$ cat src/rtl/ctx_stack_sequencer.sv
// ctx_stack_sequencer: pushes/pops PC and optional flags as word beats on a descending memory stack
module ctx_stack_sequencer #(
  parameter int PC_W = 32,
  parameter int FLAG_W = 3,
  parameter int WORD_W = 16,
  parameter int SP_W = 11,
  parameter logic [SP_W-1:0] SP_INIT = '1
) (
  input  logic              clk,
  input  logic              reset,
  input  logic              req_valid,
  input  logic [1:0]        req_op,
  input  logic [PC_W-1:0]   req_pc,
  input  logic [FLAG_W-1:0] req_flags,
  output logic              req_ready,
  output logic [SP_W-1:0]   mem_addr,
  output logic [WORD_W-1:0] mem_wdata,
  output logic              mem_we,
  output logic              mem_re,
  input  logic [WORD_W-1:0] mem_rdata,
  output logic              done_valid,
  output logic [PC_W-1:0]   done_pc,
  output logic [FLAG_W-1:0] done_flags,
  output logic              err_valid,
  output logic              busy,
  output logic [SP_W-1:0]   sp
);
  localparam int NP = (PC_W + WORD_W - 1) / WORD_W;
  localparam int PW = NP * WORD_W;
  localparam int TW = PW + WORD_W;
  typedef enum logic [2:0] {IDLE, PUSH, POP, POP_WAIT, ERR, DONE} state_t;
  state_t state;
  logic with_flags;
  logic pend;
  logic rej;
  logic [PC_W-1:0] pc;
  logic [TW-1:0] sh, nsh;
  logic [SP_W:0] cnt, k, free, used;
  always_comb begin
    k = (SP_W+1)'(NP) + (SP_W+1)'(req_op[0]);
    free = {1'b0, sp} + (SP_W+1)'(1);
    used = {1'b0, SP_INIT} - {1'b0, sp};
    rej = req_op[1] ? used < k : free < k;
    nsh = {mem_rdata, sh[TW-1:WORD_W]};
    req_ready = state == IDLE;
    busy = state != IDLE;
    mem_we = state == PUSH;
    mem_re = state == POP;
    mem_addr = mem_we ? sp : mem_re ? sp + SP_W'(1) : '0;
    mem_wdata = mem_we ? sh[TW-1 -: WORD_W] : '0;
    done_valid = state == DONE;
    err_valid = state == ERR;
  end
  // Pop beats shift in from the top, so after the last capture the PC sits in the upper words
  // and RTI flags land in the bottom word.
  always_ff @(posedge clk) begin
    if (!reset) begin
      state <= IDLE;
      sp <= SP_INIT;
      done_pc <= '0;
      done_flags <= '0;
      pend <= 1'b0;
      with_flags <= 1'b0;
      pc <= '0;
      sh <= '0;
      cnt <= '0;
    end else begin
      pend <= state == POP;
      case (state)
        IDLE: if (req_valid) begin
          with_flags <= req_op[0];
          pc <= req_pc;
          cnt <= k - (SP_W+1)'(1);
          sh <= {PW'(req_pc), WORD_W'(req_flags)};
          state <= rej ? ERR : req_op[1] ? POP : PUSH;
        end
        PUSH: begin
          sp <= sp - SP_W'(1);
          sh <= sh << WORD_W;
          cnt <= cnt - (SP_W+1)'(1);
          if (cnt == '0) begin
            state <= DONE;
            done_pc <= pc;
            done_flags <= '0;
          end
        end
        POP: begin
          sp <= sp + SP_W'(1);
          cnt <= cnt - (SP_W+1)'(1);
          if (pend) sh <= nsh;
          if (cnt == '0) state <= POP_WAIT;
        end
        POP_WAIT: begin
          done_pc <= nsh[WORD_W +: PC_W];
          done_flags <= with_flags ? nsh[FLAG_W-1:0] : '0;
          state <= DONE;
        end
        default: state <= IDLE;
      endcase
    end
  end
endmodule

$ cat config.mk
export PLATFORM = sky130hd
export DESIGN_NAME = ctx_stack_sequencer
export DESIGN_NICKNAME = d
export VERILOG_FILES = /design/src/rtl/ctx_stack_sequencer.sv
export SDC_FILE = /design/constraint.sdc
export NUM_CORES = 1
export LEC_CHECK = 0
export ABC_AREA = 0
export CORE_MARGIN = 1.5
export CORE_UTILIZATION = 40
export DETAILED_ROUTE_END_ITERATION = 10
export HOLD_SLACK_MARGIN = 0.05
export PLACE_DENSITY = 0.64
export SLEW_MARGIN = 20
export SYNTH_ARGS = -nofsm -noshare
export SYNTH_HDL_FRONTEND = slang
export SYNTH_SLANG_ARGS = --single-unit
$ cat constraint.sdc
create_clock -name clk -period 3.1 [get_ports clk]
set_clock_uncertainty 0.15 [all_clocks]
set_input_delay 0.93 -clock clk [delete_from_list [all_inputs] [get_ports clk]]
set_output_delay 0.93 -clock clk [all_outputs]
set_load 0.03 [all_outputs]
# Word level (Yosys, flattened, before mapping)
# Index checks and enable logic that the tools add are counted.
[op_classes]
addsub = 7
magnitude_cmp = 2
eq_ne = 9
n_mux = 21
reduce_logical = 13
[ops]
columns = ["cell", "n"]
rows = [
  ["48-bit case mux with 3 select lines", 1],
  ["48-bit two-way mux", 2],
  ["32-bit case mux with 2 select lines", 1],
  ["32-bit two-way mux", 1],
  ["12-bit by 3-bit < comparator with 1-bit output", 2],
  ["12-bit case mux with 2 select lines", 1],
  ["11-bit two-way mux", 2],
  ["11-bit case mux with 2 select lines", 1],
  ["3-bit two-way mux", 6],
  ["16-bit two-way mux", 1],
  ["11-bit by 1-bit adder with 12-bit output (second input constant)", 1],
  ["12-bit logical NOT", 1],
  ["12-bit two-way mux", 1],
  ["3-bit case mux with 4 select lines", 1],
  ["11-bit by 11-bit subtractor with 12-bit output (first input constant)", 1],
  ["12-bit by 1-bit subtractor with 12-bit output (second input constant)", 1],
  ["11-bit by 1-bit adder with 11-bit output (second input constant)", 1],
  ["11-bit by 1-bit subtractor with 11-bit output (second input constant)", 1],
  ["3-bit by 2-bit equality test with 1-bit output (second input constant)", 2],
  ["3-bit equality test (second input constant)", 2],
  ["2-bit by 1-bit != test with 1-bit output (second input constant)", 3],
  ["3-bit case mux with 2 select lines", 1],
  ["2-bit AND reduction", 3],
  ["3-bit AND reduction", 2],
  ["other kinds (10)", 13],
]
[word_totals]
register_bits = 143
inputBits = 56
elab_cells = 61

# Depth between registers and ports, before layout
[logic_depth]
depth_word = 6
mapped_depth = 9
ltp_nobuf = 7

# Worst setup path after synthesis
# Ideal clock, no wire load.
[synth_path]
kind = "reg-to-output"
start = "register state[2]"
end = "output port mem_addr[2]"
arrival_ps = 2238
t_required_ps = 2020
path_slack_ps = -218
stages_incl_launch_ff = 8
path_buffers = 3
path_cell_list = "dfxtp_1 > or3b_2 > inv_1 > buf_4 > buf_4 > buf_2 > nand2_1 > o21ai_0"
[synth_between]
elab_chain_cells = 3
[synth_rtl]
columns = ["item", "line", "text"]
rows = [
  ["start, declared", "32", "state_t state;"],
  ["start signal, assigned", "75", "state <= rej ? ERR : req_op[1] ? POP : PUSH;"],
  ["3-bit by 2-bit equality test with 1-bit output", "48", "mem_re = state == POP;"],
  ["named net mem_re", "19", "output logic mem_re,"],
  ["11-bit two-way mux (2 in a row)", "49", "mem_addr = mem_we ? sp : mem_re ? sp + SP_W'(1) : '0;"],
  ["end, declared", "16", "output logic [SP_W-1:0] mem_addr,"],
]
# The timed path passes the listed nets, and every way through them passes these cells.

# Worst setup path in the final report
[layout_path]
start = "register state[0]"
end = "output port mem_addr[1]"
[layout_between]
elab_chain_cells = 3
[layout_rtl]
columns = ["item", "line"]
rows = [
  ["3-bit by 2-bit equality test with 1-bit output", "48"],
  ["11-bit two-way mux", "49"],
  ["11-bit two-way mux *", "49"],
]
# Every way passes the cells marked *; elsewhere a longest branch is shown, timed or not.

==> results.cfg <==
[clock_tree]
insertion_delay_ns = 0.42
cts_inserted_buffers = 17
root_buffer = clkbuf_16
cts_tree = done
clock_path_buffers = 2
clk_pin_slew_ns = 0.06
cts_sinks = 143
h-tree-depth = 4

[logic_synthesis]
synth_area_per_cell_um2 = 7.931
synth_ff_type = dfxtp_1
syn_area_um2 = 6741
async_flop_share_pct = 0
yosys_warnings = 0
synth_xor_area_share_pct = 2.209
ys_seq_area_share_pct = 42.46
synth.area.mux_share_pct = 0.2970
ys_seq_elements = 143
synth_compound_area_share_pct = 27.23
synthAdderAreaFrac_pct = 0.5568
synthSimpleGateAreaFrac_pct = 21.53
ys_types = 62
synth_edf_count = 0
synth_top_family_by_area = compound AO/OA/AOI/OAI gates
syn-num-nets = 909
syn_inst = 850

[detailed_routing]
highest_layer = met4
wl_per_cell_um = 17.45
via_per_inst = 5.513
ant_nets = 0
drc = 0
wl_met3_um = 1233
wl_um = 20830
vias = 6582
detail_route.iter0.violations = 497
met1Wirelength_um = 9858
wl_met2_um = 9219
drtPass1Iterations = 5

[critical_path]
worst_ep_required_time_ns = 2.02
end_kind = primary output
worstPathArrival_ns = 1.94
criticalPathCategory = reg2out
startpoint_type = flop
crit_fanout = 8

[power_and_ir_drop]
power_mw = 6.766
ir_drop_v = 0.0003916
powerDensity_nw_per_um2 = 757.6
leakage_nw = 3.163

[timing]
worst_pin_slew_ns = 0.7877
fmax_mhz = 331.5
finalHoldViolCount = 0
slew_headroom_pct = 47.00
tns_ns = 0
period_needed_ns = 3.017
min_period_over_period_pct = 97.31
setup_violations = 0
drv_slew = 0
fin_ws_ns = 0.08345

[global_routing]
grt_pass1_wl_um = 32730
grt_use_total_pct = 23.62
grt_overflow = 0
antenna_found_initial = 0
grt_max_degree = 77
grt_pass1_vias = 5995

[placed_design]
post-place-ws_ns = 0.2329
port_buffers = 134
gp_congestion = 0.8472
post_dp_cell_area_um2 = 8285
place_hpwl_um = 13890

[floorplan]
die_y_um = 132.8
dieArea_um2 = 17640
row_count = 47
fp.dieW_um = 132.8
core_um2 = 16520
ioPinCount = 135
initial_core_util_pct = 40.80

[run_status]
status = finished clean

[finish]
synthToLayoutAreaGrowth_pct = 32.48
nets = 1020
antenna_cells = 0
final_area_um2 = 8931
final_util_pct = 54.05
drive_gt1_share_pct = 13.96

[run]
drv_cap = 0

[hold_path]
min_path_type = reg2reg
==> per-layer routing <==
| metal | track usage [%] | up-vias |
|---|---|---|
| met5 | 0 | - |
| met3 | 5.326 | 35 |
| met1 | 32.76 | 3078 |
| met4 | 10.07 | 0 |
| met2 | 35.21 | 215 |
| li1 | - | 3254 |
==> stage by stage <==
step	hold WS, ns	instances
floorplan	0.2816	850
global placement	0.2887	1158
detailed placement	0.2952	1158
CTS	0.3033	1194
global route	0.3223	1194
finish	0.3011	1194
==> registers in the layout (all words and copies together) (netlist names) <==
| signal | count |
|---|---|
| pc | 32 |
| done_flags | 3 |
| sp | 11 |
| cnt | 12 |
| done_pc | 32 |
| sh | 48 |
| state | 3 |
| pend | 1 |
| with_flags | 1 |
==> cells in the final DEF, fill, tap and decap left out, drive strengths merged, types with 19 or more instances in the layout <==
cell type,count
a21oi,111
a22oi,33
a311oi,32
and2,19
buf,66
clkbuf,24
clkdlybuf4s50,103
dfxtp,143
nand2,174
nand3,25
nor2,57
o21ai,58
==> worst paths after layout <==
kind                               to  cells past startpoint                   from  slack, ns
max                       mem_addr[1]                      4  state[0]$_SDFFE_PN0P_       0.08
min               sh[13]$_SDFFE_PN0P_                      2    sh[13]$_SDFFE_PN0P_       0.30
max reg2reg  done_pc[16]$_SDFFE_PN0P_                      8    cnt[0]$_SDFFE_PN0P_       0.39
min reg2reg       sh[13]$_SDFFE_PN0P_                      2    sh[13]$_SDFFE_PN0P_       0.30
==> layout make-up <==
cell class	instances	area [um2]
Clock buffer	24	481.7
Clock inverter	8	103.9
Fill cell	1578	7594
Inverter	8	37.54
Multi-Input combinational cell	621	3528
Sequential cell	143	2868
Tap cell	220	275.3
Timing Repair Buffer	170	1637
==> worst max-delay path, stage by stage (launching register included) <==
cell and delay [ns]:
dfxtp_2 0.39, or3b_1 0.43, buf_4 0.20, o21ai_0 0.28, buf_4 0.23
==> synthesized netlist by cell type (2+ instances only) <==
| cell type | n | area (um2) |
|---|---|---|
| a21boi_0 | 8 | 60.06 |
| a21oi_1 | 110 | 550.5 |
| a221oi_1 | 4 | 35.03 |
| a22oi_1 | 33 | 247.7 |
| a311oi_1 | 12 | 105.1 |
| a311oi_2 | 20 | 300.3 |
| a31oi_1 | 7 | 43.79 |
| a32oi_1 | 4 | 35.03 |
| and2_1 | 19 | 118.9 |
| and3_1 | 2 | 12.51 |
| and4_1 | 3 | 26.28 |
| buf_1 | 2 | 7.510 |
| buf_2 | 16 | 80.08 |
| buf_4 | 5 | 37.54 |
| buf_6 | 3 | 33.78 |
| clkbuf_1 | 51 | 191.4 |
| dfxtp_1 | 143 | 2863 |
| ha_1 | 3 | 37.54 |
| inv_1 | 8 | 30.03 |
| mux2i_1 | 2 | 20.02 |
| nand2_1 | 174 | 653.1 |
| nand2b_1 | 4 | 25.02 |
| nand3_1 | 25 | 125.1 |
| nand3b_1 | 2 | 15.01 |
| nand4_1 | 8 | 50.05 |
| nor2_1 | 56 | 210.2 |
| nor2b_1 | 3 | 18.77 |
| nor3_1 | 8 | 40.04 |
| nor3b_1 | 2 | 15.01 |
| nor4_1 | 2 | 12.51 |
| nor4b_1 | 2 | 17.52 |
| o21ai_0 | 58 | 290.3 |
| o31ai_1 | 2 | 15.01 |
| o41ai_1 | 2 | 17.52 |
| or3_1 | 3 | 18.77 |
| or4_1 | 3 | 22.52 |
| xnor2_1 | 7 | 61.31 |
| xor2_1 | 10 | 87.58 |
==> cells by family (layout without fill, tap and decap cells) <==
kind of cell,after synthesis,after routing
compound gates,275,275
xor+xnor,17,17
mux,2,2
buf+inv,86,210
simple gates,324,324
flops,143,143
fa+ha+maj,3,3
==> power by group <==
group          internal (mW)  switching [mW]
combinational          0.930            1.39
clock                   1.25           0.790
sequential              2.14           0.257
==> repair_timing <==
item                                    CTS  global route
endpoints found under the setup margin   15             6
resized for setup                         7             7
setup buffers                             4             0
hold buffers                              0             0
Power figures use the tool's default switching activity.
